[src/rtl/adc081s101_emu_if.sv]
// Serial link between an ADC081S101 receiver and the emulator.
//   cs      : chip select, active-low, driven by the receiver
//   miso    : serial frame data, driven by the emulator
//   miso_oe : pad output enable for miso, driven by the emulator
// The master modport is the receiver side and the slave modport is the emulator side.
interface adc081s101_emu_if;
  logic cs;
  logic miso;
  logic miso_oe;

  modport master (output cs, input miso, input miso_oe);
  modport slave  (input cs, output miso, output miso_oe);
endinterface

[src/rtl/adc081s101_emu.sv]
// Cycle-accurate responder model of the ADC081S101 serial interface.
// It sends one frame bit per clk while cs is low, so clk is the same net as the
// receiver's sclk. Each frame is LEAD_ZEROS zeros, then the 8-bit sample MSB first,
// then zeros up to FRAME_BITS.
// Ports:
//   clk          system clock, also exported as the ADC sclk
//   reset        synchronous, active-low reset
//   bus          serial link (cs in; miso and miso_oe out)
//   mode         data source: 00 sample_in, 01 ramp, 10 alternating 55/AA, 11 CONST_VALUE
//   sample_in    external sample, latched at frame start
//   busy         high from frame start until the frame completes or aborts
//   frame_done   one-cycle pulse when a full frame completes
//   frame_abort  one-cycle pulse when cs rises mid-frame
//   last_sample  value sent in the most recently started frame
//   frame_count  number of completed frames, wraps at 16 bits
// FRAME_BITS must be at least LEAD_ZEROS + 8.
module adc081s101_emu #(
  parameter int         FRAME_BITS  = 16,
  parameter int         LEAD_ZEROS  = 3,
  parameter logic [7:0] CONST_VALUE = 8'hFF,
  parameter logic [7:0] RAMP_STEP   = 8'd1
) (
  input  logic        clk,
  input  logic        reset,
  adc081s101_emu_if.slave bus,
  input  logic [1:0]  mode,
  input  logic [7:0]  sample_in,
  output logic        busy,
  output logic        frame_done,
  output logic        frame_abort,
  output logic [7:0]  last_sample,
  output logic [15:0] frame_count
);

  localparam int CW = $clog2(FRAME_BITS);

  typedef enum logic [1:0] {IDLE, SHIFT, HOLD} state_t;

  state_t        state, state_next;
  logic          cs_q;
  logic [CW-1:0] bitcnt, bitcnt_next;
  logic [7:0]    word, word_next;
  logic [1:0]    frame_mode, frame_mode_next;
  logic [7:0]    ramp, ramp_next;
  logic          alt, alt_next;
  logic          miso_next, miso_oe_next;
  logic          busy_next, done_next, abort_next;
  logic [7:0]    last_next;
  logic [15:0]   count_next;
  logic [7:0]    source;
  logic          frame_start;

  // Returns frame bit k for data word w: leading zeros, then w MSB first, then zeros.
  function automatic logic frame_bit(input int k, input logic [7:0] w);
    logic [7:0] sh;
    sh = w;
    frame_bit = 1'b0;
    if (k >= LEAD_ZEROS && k < LEAD_ZEROS + 8) begin
      sh = w << (k - LEAD_ZEROS);
      frame_bit = sh[7];
    end
  endfunction

  // A new frame needs cs to have been seen high first, so a frame that is held
  // low after completion never restarts on its own.
  assign frame_start = !bus.cs && cs_q;

  always_comb begin
    source = sample_in;
    case (mode)
      2'b00: source = sample_in;
      2'b01: source = ramp;
      2'b10: source = alt ? 8'hAA : 8'h55;
      2'b11: source = CONST_VALUE;
      default: source = sample_in;
    endcase
  end

  always_comb begin
    state_next      = state;
    bitcnt_next     = bitcnt;
    word_next       = word;
    frame_mode_next = frame_mode;
    ramp_next       = ramp;
    alt_next        = alt;
    miso_next       = 1'b0;
    miso_oe_next    = bus.miso_oe;
    busy_next       = busy;
    done_next       = 1'b0;
    abort_next      = 1'b0;
    last_next       = last_sample;
    count_next      = frame_count;

    case (state)
      IDLE: begin
        miso_oe_next = 1'b0;
        busy_next    = 1'b0;
        if (frame_start) begin
          word_next       = source;
          frame_mode_next = mode;
          last_next       = source;
          bitcnt_next     = '0;
          busy_next       = 1'b1;
          miso_oe_next    = 1'b1;
          miso_next       = frame_bit(0, source);
          state_next      = SHIFT;
        end
      end

      SHIFT: begin
        if (bus.cs) begin
          abort_next   = 1'b1;
          busy_next    = 1'b0;
          miso_oe_next = 1'b0;
          state_next   = IDLE;
        end else if (int'(bitcnt) == FRAME_BITS - 1) begin
          // Pattern state only advances on a completed frame, using the mode
          // that was latched when this frame started.
          done_next    = 1'b1;
          count_next   = frame_count + 16'd1;
          busy_next    = 1'b0;
          miso_oe_next = 1'b1;
          if (frame_mode == 2'b01) ramp_next = ramp + RAMP_STEP;
          if (frame_mode == 2'b10) alt_next = ~alt;
          state_next   = HOLD;
        end else begin
          bitcnt_next = bitcnt + CW'(1);
          miso_next   = frame_bit(int'(bitcnt) + 1, word);
        end
      end

      HOLD: begin
        miso_oe_next = 1'b1;
        busy_next    = 1'b0;
        if (bus.cs) begin
          miso_oe_next = 1'b0;
          state_next   = IDLE;
        end
      end

      default: begin
        miso_oe_next = 1'b0;
        busy_next    = 1'b0;
        state_next   = IDLE;
      end
    endcase
  end

  always_ff @(posedge clk) begin
    if (!reset) begin
      state       <= IDLE;
      cs_q        <= 1'b1;
      bitcnt      <= '0;
      word        <= '0;
      frame_mode  <= '0;
      ramp        <= '0;
      alt         <= 1'b0;
      bus.miso    <= 1'b0;
      bus.miso_oe <= 1'b0;
      busy        <= 1'b0;
      frame_done  <= 1'b0;
      frame_abort <= 1'b0;
      last_sample <= '0;
      frame_count <= '0;
    end else begin
      state       <= state_next;
      cs_q        <= bus.cs;
      bitcnt      <= bitcnt_next;
      word        <= word_next;
      frame_mode  <= frame_mode_next;
      ramp        <= ramp_next;
      alt         <= alt_next;
      bus.miso    <= miso_next;
      bus.miso_oe <= miso_oe_next;
      busy        <= busy_next;
      frame_done  <= done_next;
      frame_abort <= abort_next;
      last_sample <= last_next;
      frame_count <= count_next;
    end
  end

endmodule

[src/flat_wrapper.sv]
// flat-port wrapper written by rule: the top's interface ports become plain ports
module adc081s101_emu_flat 
#(
  parameter int         FRAME_BITS  = 16,
  parameter int         LEAD_ZEROS  = 3,
  parameter logic [7:0] CONST_VALUE = 8'hFF,
  parameter logic [7:0] RAMP_STEP   = 8'd1
)
  (clk, reset, mode, sample_in, busy, frame_done, frame_abort, last_sample, frame_count, bus_cs, bus_miso, bus_miso_oe);
  adc081s101_emu_if bus_i ();
  input  logic clk;
  input  logic reset;
  input  logic [1:0] mode;
  input  logic [7:0] sample_in;
  output logic busy;
  output logic frame_done;
  output logic frame_abort;
  output logic [7:0] last_sample;
  output logic [15:0] frame_count;
  input wire logic [$bits(bus_i.cs)-1:0] bus_cs;
  output wire logic [$bits(bus_i.miso)-1:0] bus_miso;
  output wire logic [$bits(bus_i.miso_oe)-1:0] bus_miso_oe;
  assign bus_i.cs = bus_cs;
  assign bus_miso = bus_i.miso;
  assign bus_miso_oe = bus_i.miso_oe;
  adc081s101_emu #(.FRAME_BITS(FRAME_BITS), .LEAD_ZEROS(LEAD_ZEROS), .CONST_VALUE(CONST_VALUE), .RAMP_STEP(RAMP_STEP)) u_core (.clk(clk), .reset(reset), .bus(bus_i), .mode(mode), .sample_in(sample_in), .busy(busy), .frame_done(frame_done), .frame_abort(frame_abort), .last_sample(last_sample), .frame_count(frame_count));
endmodule
[config.mk]
export PLATFORM = sky130hd
export DESIGN_NAME = adc081s101_emu_flat
export DESIGN_NICKNAME = d
export VERILOG_FILES = /design/src/rtl/adc081s101_emu_if.sv /design/src/rtl/adc081s101_emu.sv /design/src/flat_wrapper.sv
export SDC_FILE = /design/constraint.sdc
export NUM_CORES = 1
export LEC_CHECK = 0
export ABC_AREA = 1
export CELL_PAD_IN_SITES_DETAIL_PLACEMENT = 0
export CELL_PAD_IN_SITES_GLOBAL_PLACEMENT = 1
export CORE_ASPECT_RATIO = 1.4
export CORE_MARGIN = 3
export CORE_UTILIZATION = 40
export CTS_CLUSTER_SIZE = 10
export DETAILED_ROUTE_END_ITERATION = 10
export GPL_ROUTABILITY_DRIVEN = 0
export PLACE_DENSITY_LB_ADDON = 0.1
export SYNTH_ARGS = -nofsm -noshare
export SYNTH_HDL_FRONTEND = slang
export SYNTH_SLANG_ARGS = --single-unit
[constraint.sdc]
create_clock -name clk -period 4.27 [get_ports clk]
set_input_delay 1.281 -clock clk [delete_from_list [all_inputs] [get_ports clk]]
set_output_delay 1.281 -clock clk [all_outputs]
set_load 0.05 [all_outputs]
# Word level (Yosys, flattened, before mapping)
# Cells that the tools add are included.
# totals
input_bits,13
register_bits,47
# classes
eq_ne,13
n_reduce_logical,15
n_addsub,5
mux,21
n_lt_le_gt_ge,2
bitwise_logic,5
n_shift,1
# op_table
operator,n
$ge 32x3->1 const B,1
$lt 32x5->1 const B,1
$pmux 8 s4,1
$shl 8x32->8,1
$sub 32x3->32 const B,1
$add 16x1->16 const B,1
$mux 4,3
$reduce_and 4->1,3
$add 8x1->8 const B,1
$eq 2x2->1 const B,4
$mux 1,8
$mux 2,4
$mux 8,1
$pmux 4 s2,1
$eq 2x1->1 const B,3
$ne 2x2->1 const B,3
$pmux 2 s3,1
$reduce_and 3->1,2
$add 4x1->5 const B,1
$not 1->1,5
$reduce_or 5->1,1
$add 4x1->4 const B,1
$eq 4x1->1 const B,1
$logic_not 2->1,2
9 further kinds,11

# Logic depth before layout (Yosys ltp)
# Gate-level depths: netlist of run 1.
# logic_depth
depth_word,5
mapped_depth,11
mapped_depth_nobuf,11

# Least setup slack after synthesis of run 1
# Ideal clock, no wire load.
# synth_timing
path_type,input port to flip-flop
from,input port bus_cs
to,register u_core.frame_count[14]
setup_slack_ps,2081
arrival_time_ps,2072
setup_ps,117
path_stages,9
cell_sequence,inv_1 > nand2_2 > nor2_2 > buf_6 > nand2_4 > nor2_4 > nand3_1 > nand2_1 > nor2_1
# synth_via
elab_chain_cells,2
# synth_rtl
item,line,rtl
from (decl),flat_wrapper.sv:20,input wire logic [$bits(bus_i.cs)-1:0] bus_cs;
$not 1->1 (no line),n/a,
$reduce_and 3->1 (no line),n/a,
to (signal assigned),adc081s101_emu.sv:179,frame_count <= count_next;
to (decl),adc081s101_emu.sv:32,output logic [15:0] frame_count
# No other way between the ends.
# A chain may end at the register's enable or synchronous reset.

# Final worst setup path of run 1
# layout_timing
from,register u_core.frame_count[10]
to,output port frame_count[10]
# layout_lines
item,line,rtl
to (decl),flat_wrapper.sv:19,output logic [15:0] frame_count;
# No word-level cell between the ends.

==> impl_metrics.ini, run 1 <==
[yosys]
ys_ff_latch = 47
synth.avg_cell_area_um2 = 7.08
yosysUniqueCellTypes = 33
synth_area_um2 = 2380
syn_inst = 337
yosys_warnings = 0
ys_seq_area_share_pct = 39.5
synthesis.nets = 360

[status]
status = finished clean

[placement]
pre_cts_ws_ns = 1.12
portBuffers = 41
hpwl_um = 4240

[flow_run]
maxCapViolCount = 0

[sta]
fin_crit_ns = 2.86
worst_pin_slew_ns = 0.577
finalHoldViolations = 0
timing.fmax_mhz = 350
tns_ns = 0
rsz0062_at_grt = no
fin_skew_ns = 0.00501
setup_slack_ns = 1.41
maxSlewViolCount = 0
finalSetupViolations = 0
fin_crit_sh_pct = 66.9
slew-limit-headroom_pct = 61.3

[cts]
clockBufferDepth = 2
htreeDepth = 2
post_cts_resized = 0
clk_pin_slew_ns = 0.08
tritoncts = done
hold_buffers = 0
cts-root-buf = clkbuf_8
cts_buffers = 5
cts_setup_buffers = 0
cts_sinks = 47
worstSkewPairLatency_ns = 0.29

[power_and_ir_drop]
power.share.switching_pct = 30.7
p_sw_mw = 0.303
power_frac_comb_pct = 21.8
ir_drop_mv = 0.157
clkPwrFrac_pct = 29.4
p_int_mw = 0.684
p_seq_share_pct = 48.8
p_leak_nw = 1.13
powerDensity_nw_per_um2 = 334

[worst_hold_path]
min_from = u_core.busy
min_to = u_core.busy
hp-class = register to register
holdPathStages = 2

[worst_setup_path]
worst_ep_arrival_time_ns = 1.57
critPathCaptureType = primary output
cp.required_ns = 2.99
crit_fanout = 6
reg2regPathDepth = 8
slowest_stage = clkdlybuf4s50_1
timing.rr.start = u_core.bitcnt[0]
rrSetupSlack_ns = 2.13
path_buf_inv = 1
r2r_end = u_core.ramp[6]
start_kind = register
crit_type = register to primary output
slowest_delay_ns = 0.84
crit_path_cell_trace = clkdlybuf4s50_1
path_delay_family = buffers and inverters

[die]
start_util_pct = 42.2
die_area_um2 = 6940
io_pins = 42
coreArea_um2 = 5650
die-width_um = 71.3
die_h_um = 97.4
rows = 32

[finish]
drive_gt1_share_pct = 5.26
diodes = 0
syn2layout_area_growth_pct = 23.8
fillers = 604
nNetsFinal = 402

[grt]
grt_pass1_wl_um = 9560
grt_max_degree = 24
grt_pass1_vias = 2149
grt_use_total_pct = 16.7
antenna_found_initial = 0
overflow = 0

[drt]
ant_nets = 0
wl_um = 5570
viasPerCell = 4.95
drc = 0
vias = 2219
first_pass_iters = 4
drtIter0Drc = 90
wl_per_cell_um = 12.4
==> kinds of logic (layout without fill, tap and decap cells) <==
family	after synthesis	after routing	share of synthesized area (%)
compound gates	73	73	16.2
xor+xnor	6	6	2.20
flops	47	47	39.5
simple gates	156	156	29.3
fa+ha+maj	10	10	5.25
buf+inv	45	88	7.61
==> metal layers <==
metal / up-vias / global-route usage [%] / part of all wire (%)
li1: 1182 / - / -
met1: 1007 / 21.0 / 46
met2: 26 / 29.0 / 50
met3: 4 / 2.80 / 2.4
met4: 0 / 3.91 / 0.84
met5: - / 0 / 0
==> placed cells by master, fill, tap and decap left out, types with 3 or more instances in the layout <==
master,instances
clkdlybuf4s50_1,41
a21oi_1,35
a31oi_1,4
nor3_1,5
dfxtp_1,47
o21ai_0,26
nand3_1,23
nand2_1,68
xnor2_1,3
nor2_1,42
xor2_1,3
clkbuf_8,7
nor3b_1,3
ha_1,10
inv_1,35
==> power groups by stage <==
stage               logic, mW  clock network (mW)  registers [mW]
floorplan               0.109                   0           0.531
global placement        0.218                   0           0.492
detailed placement      0.218                   0           0.492
CTS                     0.218               0.302           0.482
global route            0.240               0.316           0.486
finish                  0.216               0.290           0.482
==> per-stage QoR <==
| step | cell area (µm²) | hold slack (ns) | cells | utilization, % | total power, mW |
|---|---|---|---|---|---|
| floorplan | 2380 | 0.459 | 337 | - | 0.639 |
| global placement | 2850 | 0.477 | 440 | 50.5 | 0.710 |
| detailed placement | 2850 | 0.482 | 440 | 50.5 | 0.710 |
| CTS | 2950 | 0.496 | 448 | 52.3 | 1.00 |
| global route | 2950 | 0.523 | 448 | 52.3 | 1.04 |
| finish | 2950 | 0.493 | 448 | 52.3 | 0.988 |
==> cell usage after synthesis, drive strengths merged <==
library cell / count / share of area [%]
o21ai: 28 / 5.9
nand3b: 2 / 0.63
o211ai: 1 / 0.31
buf: 5 / 1.3
a21boi: 1 / 0.31
nand3: 24 / 5.2
nor3b: 3 / 0.94
a21oi: 35 / 7.3
nor2: 46 / 8.1
clkbuf: 3 / 0.47
nand2: 72 / 12
a21o: 1 / 0.31
xnor2: 3 / 1.1
o21bai: 2 / 0.63
a31oi: 4 / 1.0
ha: 10 / 5.2
nand4: 2 / 0.52
clkinv: 1 / 0.16
inv: 36 / 5.7
o21a: 1 / 0.31
xor2: 3 / 1.1
and3: 1 / 0.26
dfxtp: 47 / 39
nor3: 6 / 1.5
==> registers in the layout, summed over array words and instances, names as in the netlist <==
name                flops
u_core.bitcnt           4
u_core.frame_abort      1
u_core.last_sample      8
u_core.bus.miso_oe      1
u_core.frame_count     16
u_core.busy             1
u_core.state            2
u_core.bus.miso         1
u_core.frame_done       1
u_core.ramp             8
u_core.alt              1
u_core.frame_mode       2
u_core.cs_q             1
==> how the worst max path moves through the flow <==
stage / start / end / slack (ns) / depth (start not counted)
5_1_grt: bus_cs / u_core.ramp[6] / 1.23 / 9
2_1_floorplan: bus_cs / u_core.frame_count[14] / 2.08 / 9
3_5_place_dp: bus_cs / u_core.ramp[6] / 1.12 / 9
6_report: u_core.frame_count[10] / frame_count[10] / 1.41 / 1
4_1_cts: u_core.frame_count[10] / frame_count[10] / 1.39 / 1
3_3_place_gp: bus_cs / u_core.ramp[6] / 1.19 / 9
==> area by class of cell <==
cell class              count  area (µm²)  area share, %
clock buffers               8         100           3.39
flip-flops and latches     47         941           31.9
well taps                  68        85.1           2.88
inverters                  37         139           4.70
repair buffers             43         425           14.4
multi-input cells         245        1260           42.8
==> tightest hold or removal path, stage by stage, from the launching register on <==
cell	delay, ns
dfxtp_1	0.32
nand3_1	0.07
a21oi_1	0.06
(Power assumes the default switching activity.)
==> run 2, diff against run 1 <==
--- a/config.mk
+++ b/config.mk
@@ -10,7 +10,7 @@
 export CELL_PAD_IN_SITES_GLOBAL_PLACEMENT = 1
 export CORE_ASPECT_RATIO = 1.4
 export CORE_MARGIN = 3
-export CORE_UTILIZATION = 40
+export CORE_UTILIZATION = 37
 export CTS_CLUSTER_SIZE = 10
 export DETAILED_ROUTE_END_ITERATION = 10
 export GPL_ROUTABILITY_DRIVEN = 0
==> constraint.sdc (replaced) <==
create_clock -name clk -period 2.65 [get_ports clk]
set_input_delay 0.795 -clock clk [delete_from_list [all_inputs] [get_ports clk]]
set_output_delay 0.795 -clock clk [all_outputs]
set_load 0.05 [all_outputs]
==> impl_metrics.ini, run 2 (synthesis results as in run 1) <==
[status]
status = finished clean

[power_and_ir_drop]
clkPwrFrac_pct = 29.2
p_int_mw = 1.08
power_frac_comb_pct = 22.2
ir_drop_mv = 0.208
p_seq_share_pct = 48.5
powerDensity_nw_per_um2 = 533
p_leak_nw = 1.16
p_sw_mw = 0.514
power.share.switching_pct = 32.2

[grt]
antenna_found_initial = 0
overflow = 0
grt_pass1_wl_um = 9600
grt_use_total_pct = 16.3
grt_max_degree = 28
grt_pass1_vias = 2176

[worst_setup_path]
path_buf_inv = 1
critPathCaptureType = primary output
cp.required_ns = 1.86
slowest_delay_ns = 0.85
path_delay_family = buffers and inverters
slowest_stage = clkdlybuf4s50_1
start_kind = register
crit_fanout = 6
worst_ep_arrival_time_ns = 1.60
timing.rr.start = u_core.bitcnt[0]
crit_type = register to primary output
crit_path_cell_trace = clkdlybuf4s50_1
startpoint = u_core.frame_count[10]

[worst_hold_path]
min_from = u_core.busy
hp-class = register to register

[finish]
final_common_cell = nand2_1
largest_register_ffs = 16
top_regs = u_core.frame_count (16), u_core.last_sample (8), u_core.ramp (8)
nNetsFinal = 406
diodes = 0
drive_gt1_share_pct = 6.25
syn2layout_area_growth_pct = 25.6
regMostFlops = u_core.frame_count
fin_cells = 456
final_cell_mix = 68 x nand2_1, 47 x dfxtp_1, 42 x nor2_1, 41 x clkdlybuf4s50_1

[drt]
routed.top_layer = met4
viasPerCell = 4.95
wl_met1_um = 2650
first_pass_iters = 4
wl_um = 5700
drc = 0
drtIter0Drc = 91
route.met3.wl_um = 230
ant_nets = 0
wl_met2_um = 2750
vias = 2256
wl_per_cell_um = 12.5

[die]
coreArea_um2 = 6250
die_h_um = 101
io_pins = 42
rows = 34
start_util_pct = 38.1
die-width_um = 73.9
die_area_um2 = 7460

[sta]
slew-limit-headroom_pct = 66.0
worst_pin_slew_ns = 0.509
rsz0062_at_grt = no
finalHoldViolations = 0
timing.fmax_mhz = 418
fin_crit_ns = 2.39
fin_skew_ns = 0.0114
tns_ns = 0
finalSetupViolations = 0
maxSlewViolCount = 0
fin_crit_sh_pct = 90.3
holdWs_ns = 0.497

[cts]
worstSkewPairLatency_ns = 0.30
htreeDepth = 2
post_cts_resized = 0
cts_buffers = 5
tritoncts = done
clk_pin_slew_ns = 0.09
clockBufferDepth = 2
cts_sinks = 47
cts-root-buf = clkbuf_8
cts_setup_buffers = 0
hold_buffers = 0

[placement]
hpwl_um = 4250
placed_cells = 448
portBuffers = 41

[flow_run]
maxCapViolCount = 0
run 2: worst paths after layout:
kind / cells past startpoint / endpoint / slack [ns]
worst max-delay path: 1 / frame_count[10] / 0.26
worst min-delay path: 2 / u_core.busy / 0.50
worst max register to register: 11 / u_core.bus.miso / 0.68
worst min register to register: 2 / u_core.busy / 0.50
run 2: worst min-delay path: stages (launching register included):
cell	delay, ns
dfxtp_1	0.32
nand3_1	0.07
a21oi_1	0.06
run 2: final cells by class:
type,instances,area (µm²)
fillers,657,3260
multi-input cells,245,1260
flip-flops and latches,47,941
repair buffers,47,468
inverters,37,139
well taps,72,90.1
clock buffers,7,86.3
clock inverters,1,8.76
run 2: per-stage QoR:
step	total power, mW	utilization [%]	setup slack [ns]	instance area [µm²]
3_3_place_gp	1.15	46.4	0.338	2900
3_5_place_dp	1.15	46.4	0.305	2900
2_1_floorplan	1.03	-	0.947	2380
6_report	1.60	47.9	0.258	3000
5_1_grt	1.68	47.9	0.201	3000
4_1_cts	1.63	47.9	0.243	3000
run 2: layer usage:
layer  global-route usage [%]  up-vias
met5                        0        -
met4                     5.86        0
met3                     2.79        9
met2                     27.8       47
met1                     20.3     1003
li1                         -     1197
run 2: power groups by stage:
| stage | sequential, mW | combinational, mW | clock, mW |
|---|---|---|---|
| floorplan | 0.855 | 0.175 | 0 |
| global placement | 0.791 | 0.362 | 0 |
| detailed placement | 0.792 | 0.360 | 0 |
| CTS | 0.776 | 0.362 | 0.490 |
| global route | 0.782 | 0.393 | 0.509 |
| finish | 0.775 | 0.355 | 0.467 |
